## src/rtl/audio_sample_sequencer.sv

```systemverilog
`default_nettype none
// ============================================================================
// audio_sample_sequencer
//   Pops stereo ADC samples and pushes them to the DAC, either directly or
//   after a mono running-mean filter.
//   Rev 1.0
// ============================================================================
module audio_sample_sequencer #(
    parameter int FILT_LAT = 2,
    parameter int CNT_W    = 16
) (
    input  logic             CLOCK_50,
    input  logic             reset,
    input  logic             read_ready,
    input  logic [23:0]      readdata_left,
    input  logic [23:0]      readdata_right,
    output logic             read,
    input  logic             write_ready,
    output logic [23:0]      writedata_left,
    output logic [23:0]      writedata_right,
    output logic             write,
    output logic [23:0]      filt_in,
    output logic             filt_valid,
    input  logic [23:0]      filt_out,
    input  logic             bypass,
    output logic             busy,
    output logic [CNT_W-1:0] sample_count
);

    typedef enum logic [1:0] {
        S_IDLE = 2'd0,
        S_MIX  = 2'd1,
        S_WAIT = 2'd2,
        S_PUSH = 2'd3
    } state_t;

    localparam logic [3:0] C_WAIT_LAST = 4'(FILT_LAT - 1);

    state_t           state_q, state_d;
    logic             read_q, read_d;
    logic             write_q, write_d;
    logic             fv_q, fv_d;
    logic             busy_q, busy_d;
    logic [23:0]      fin_q, fin_d;
    logic [23:0]      wl_q, wl_d;
    logic [23:0]      wr_q, wr_d;
    logic [23:0]      l_q, l_d;
    logic [23:0]      r_q, r_d;
    logic [3:0]       cnt_q, cnt_d;
    logic [CNT_W-1:0] count_q, count_d;
    logic [24:0]      w_sum;

    // 25-bit sum keeps the carry; dropping bit 0 is a floor divide by two.
    assign w_sum = {l_q[23], l_q} + {r_q[23], r_q};

    always_ff @(posedge CLOCK_50 or posedge reset) begin
        if (reset) begin
            state_q <= S_IDLE;
            read_q  <= 1'b0;
            write_q <= 1'b0;
            fv_q    <= 1'b0;
            busy_q  <= 1'b0;
            fin_q   <= '0;
            wl_q    <= '0;
            wr_q    <= '0;
            l_q     <= '0;
            r_q     <= '0;
            cnt_q   <= '0;
            count_q <= '0;
        end else begin
            state_q <= state_d;
            read_q  <= read_d;
            write_q <= write_d;
            fv_q    <= fv_d;
            busy_q  <= busy_d;
            fin_q   <= fin_d;
            wl_q    <= wl_d;
            wr_q    <= wr_d;
            l_q     <= l_d;
            r_q     <= r_d;
            cnt_q   <= cnt_d;
            count_q <= count_d;
        end
    end

    always_comb begin
        state_d = state_q;
        read_d  = 1'b0;
        write_d = 1'b0;
        fv_d    = 1'b0;
        fin_d   = fin_q;
        wl_d    = wl_q;
        wr_d    = wr_q;
        l_d     = l_q;
        r_d     = r_q;
        cnt_d   = cnt_q;
        count_d = count_q;
        case (state_q)
            S_IDLE: begin
                if (read_ready) begin
                    l_d    = readdata_left;
                    r_d    = readdata_right;
                    read_d = 1'b1;
                    if (bypass) begin
                        wl_d    = readdata_left;
                        wr_d    = readdata_right;
                        state_d = S_PUSH;
                    end else begin
                        state_d = S_MIX;
                    end
                end
            end
            S_MIX: begin
                fin_d   = w_sum[24:1];
                fv_d    = 1'b1;
                cnt_d   = '0;
                state_d = S_WAIT;
            end
            S_WAIT: begin
                if (cnt_q == C_WAIT_LAST) begin
                    wl_d    = filt_out;
                    wr_d    = filt_out;
                    state_d = S_PUSH;
                end else begin
                    cnt_d = cnt_q + 4'd1;
                end
            end
            S_PUSH: begin
                if (write_ready) begin
                    write_d = 1'b1;
                    count_d = count_q + 1'b1;
                    state_d = S_IDLE;
                end
            end
            default: state_d = S_IDLE;
        endcase
        busy_d = (state_d != S_IDLE);
    end

    assign read            = read_q;
    assign write           = write_q;
    assign filt_valid      = fv_q;
    assign filt_in         = fin_q;
    assign writedata_left  = wl_q;
    assign writedata_right = wr_q;
    assign busy            = busy_q;
    assign sample_count    = count_q;

endmodule
`default_nettype wire
```

## config.mk

```make
export PLATFORM = sky130hd
export DESIGN_NAME = audio_sample_sequencer
export DESIGN_NICKNAME = d
export VERILOG_FILES = /design/src/rtl/audio_sample_sequencer.sv
export SDC_FILE = /design/constraint.sdc
export NUM_CORES = 1
export LEC_CHECK = 0
export CORE_ASPECT_RATIO = 2
export CORE_MARGIN = 2
export CORE_UTILIZATION = 56
export CTS_BUF_LIST = sky130_fd_sc_hd__clkbuf_4
export CTS_CLUSTER_DIAMETER = 100
export DETAILED_ROUTE_END_ITERATION = 10
export GPL_TIMING_DRIVEN = 0
export PLACE_DENSITY_LB_ADDON = 0.1
export SLEW_MARGIN = 20
export SYNTH_ARGS = -nofsm -noshare
export SYNTH_HDL_FRONTEND = slang
export SYNTH_SLANG_ARGS = --single-unit
```

## constraint.sdc

```tcl
create_clock -name CLOCK_50 -period 10.2 [get_ports CLOCK_50]
set_input_delay 1.53 -clock CLOCK_50 [delete_from_list [all_inputs] [get_ports CLOCK_50]]
set_output_delay 1.53 -clock CLOCK_50 [all_outputs]
set_load 0.02 [all_outputs]
```

==> reports/qor.yml <==
die:
  io_pins: 169
  dieArea_sq_um: 13700
  initial_core_util_pct: 56.9
  die_height_um: 163
  core-area_sq_um: 12500
  die_width_um: 83.7
  rows: 58
clock_network:
  tritoncts: "built"
  cts_setup_buffers: 0
  clk_pin_slew_worst_paths_ns: 0.15
  insertion_delay_ns: 0.57
  htreeDepth: 4
  cts_resized: 0
  holdBufCountCts: 0
  cts_buffers: 17
  cts_sinks: 146
  cts_buffer_depth: 2
  cts-root-buf: "clkbuf_4"
finish:
  seqCellArea_sq_um: 3650
  areaGrowthSynthToFinish_pct: 30.8
  fin_nets: 974
  fill_cells: 945
  drive_gt1_share_pct: 12.5
  mostFrequentLayoutCell: "clkdlybuf4s50_1"
  multiInputGateArea_sq_um: 3230
  layout_common_cells: "clkdlybuf4s50_1 (168), dfrtp_1 (146), nand2_1 (95)"
drt:
  drt_first_pass_iters: 5
  wl_um: 18600
  ant_nets: 0
  vias_per_cell: 5.69
  drc: 0
  routedWlPerCell_um: 18.0
  drtIter0Drc: 348
  vias: 5882
sta:
  period_needed_ns: 3.43
  fmax_mhz: 291
  tightest_slew_ns: 0.786
  hold_violations: 0
  finalSetupViolCount: 0
  relSlewSlack_pct: 47.5
  skew_ns: 0.0299
  tns_ns: 0
  grt_setup_unrepaired: "false"
  maxSlewViolCount: 0
  finalCritPeriodShare_pct: 33.7
run:
  max-cap-violations: 0
synth:
  seq_area_frac_synth_pct: 51.4
  synth_area_leader_cell: "dfrtp_1"
  syn_nets: 786
  synth_top_area_share_pct: 51.4
  async_flop_share_pct: 100
  yosys_warnings: 0
  synth_edf_count: 0
  avgSynthCellArea_sq_um: 10.4
  synthesis.instances: 682
  synth_area_leaders: "dfrtp_1 (51%), mux2_2 (7.8%), o21ai_0 (5.4%), nand2_1 (5.0%), a21oi_1 (4.9%)"
  synth_cell_type_count: 55
  syn_area_sq_um: 7110
  synth.ff_latch_count: 146
  synthFlopType: "dfrtp_1"
critical_path:
  critPathKind: "input port to register"
  path_max_fanout: 10
  r2r-start: "l_q[0]"
  worst-r2r-setup-slack_ns: 7.44
  end_kind: "register"
  arrival_ns: 3.88
  reg2reg_depth: 9
  cp-start-kind: "input port"
  required_ns: 10.65
  r2r-end: "filt_in[21]"
hold_path:
  holdCritPathClass: "register to register"
  hold_depth: 1
  min_from: "sample_count[15]"
  min_to: "sample_count[15]"
outcome:
  run_status: "complete, no violations"
power:
  vdd_drop_max_v: 0.000203
  p_leak_nw: 3.98
  power_mw: 3.19
  p_per_area_nw_per_um2: 344
global_route:
  antenna_found_initial: 1
  grt_max_degree: 83
  overflow: 0
  first_global_vias: 6154
  grt_pass1_wl_um: 30200
  grt_usage_pct: 28.1
placed_design:
  gp_congestion: 0.886
  dp_hpwl_um: 14900
  portBuffers: 168
-- report_power, final --
part	switching, mW	internal [mW]	total [mW]
clock network	0.228	0.131	0.360
registers	0.160	0.831	0.991
logic	1.04	0.806	1.84
total	1.42	1.77	3.19
-- how the worst max path moves through the flow --
stage          startpoint                  end  slack [ns]
6_report       read_ready  writedata_right[20]        6.77
5_1_grt        read_ready    writedata_left[3]        6.64
4_1_cts        read_ready  writedata_right[20]        6.80
3_5_place_dp   read_ready  writedata_right[20]        6.18
3_3_place_gp        reset  writedata_right[17]        3.08
2_1_floorplan       reset                 busy        4.75
-- flip-flops by register name, indices dropped and copies added, names as in the netlist --
signal and flops:
filt_in 24, l_q 24, r_q 24, writedata_left 24, writedata_right 24, sample_count 16, cnt_q 4, state_q 2
busy 1, filt_valid 1, read 1, write 1
-- metal layers --
layer	up-vias	GRT usage (%)	routed length, um
li1	2769	-	-
met1	2859	30.9	6830
met2	204	52.4	10300
met3	50	4.85	853
met4	0	12.5	615
met5	-	0	0
-- cells in the mapped netlist, types with 3 or more instances --
cell type  number
dfrtp_1       146
nand2_1        95
o21ai_0        77
a21oi_1        69
mux2_2         49
and2_1         26
ha_1           26
clkbuf_1       23
xnor2_1        22
nor2_1         20
inv_1          12
nand3_1        12
xor2_1         11
nand4_1        10
a21o_1          6
a31oi_1         5
nand2b_1        5
buf_2           4
nor3_1          4
o211ai_1        4
o21a_1          4
or2_2           4
and3_1          3
mux2i_1         3
o21bai_1        3
-- stage by stage --
| step | util (%) | area (sq um) | hold WS (ns) | cells | worst slack (ns) |
|---|---|---|---|---|---|
| finish | 74.5 | 9300 | 0.493 | 1034 | 6.77 |
| global route | 74.5 | 9300 | 0.521 | 1034 | 6.64 |
| CTS | 74.4 | 9290 | 0.491 | 1033 | 6.80 |
| detailed placement | 72.2 | 9010 | 0.473 | 1001 | 6.18 |
| global placement | 71.9 | 8980 | 0.457 | 1000 | 3.08 |
| floorplan | - | 7110 | 0.482 | 682 | 4.75 |
-- layout make-up --
type	instances	area share, %
diodes	1	0.0269
plain buffers	33	1.86
clock buffers	18	1.45
clock inverters	14	1.56
inverters	13	0.606
multi-input cells	490	34.8
flip-flops and latches	146	39.3
well taps	150	2.02
repair buffers	169	18.4
-- critical path: stages --
cell	delay, ns
clkdlybuf4s50_1	0.50
nor3b_1	0.53
a22oi_1	0.32
clkbuf_1	0.34
clkbuf_1	0.37
nand2_1	0.17
o21ai_0	0.10
-- cell families after synthesis --
logic type | synth area share (%)
AOI/OAI and AO/OA | 15.9
adders and majority gates | 4.86
and+or+nand+nor | 12.4
muxes | 8.19
buffers and inverters | 3.12
xor gates and xnor gates | 4.07
DFF | 51.4
No activity file was read; power rests on OpenSTA's default activity.
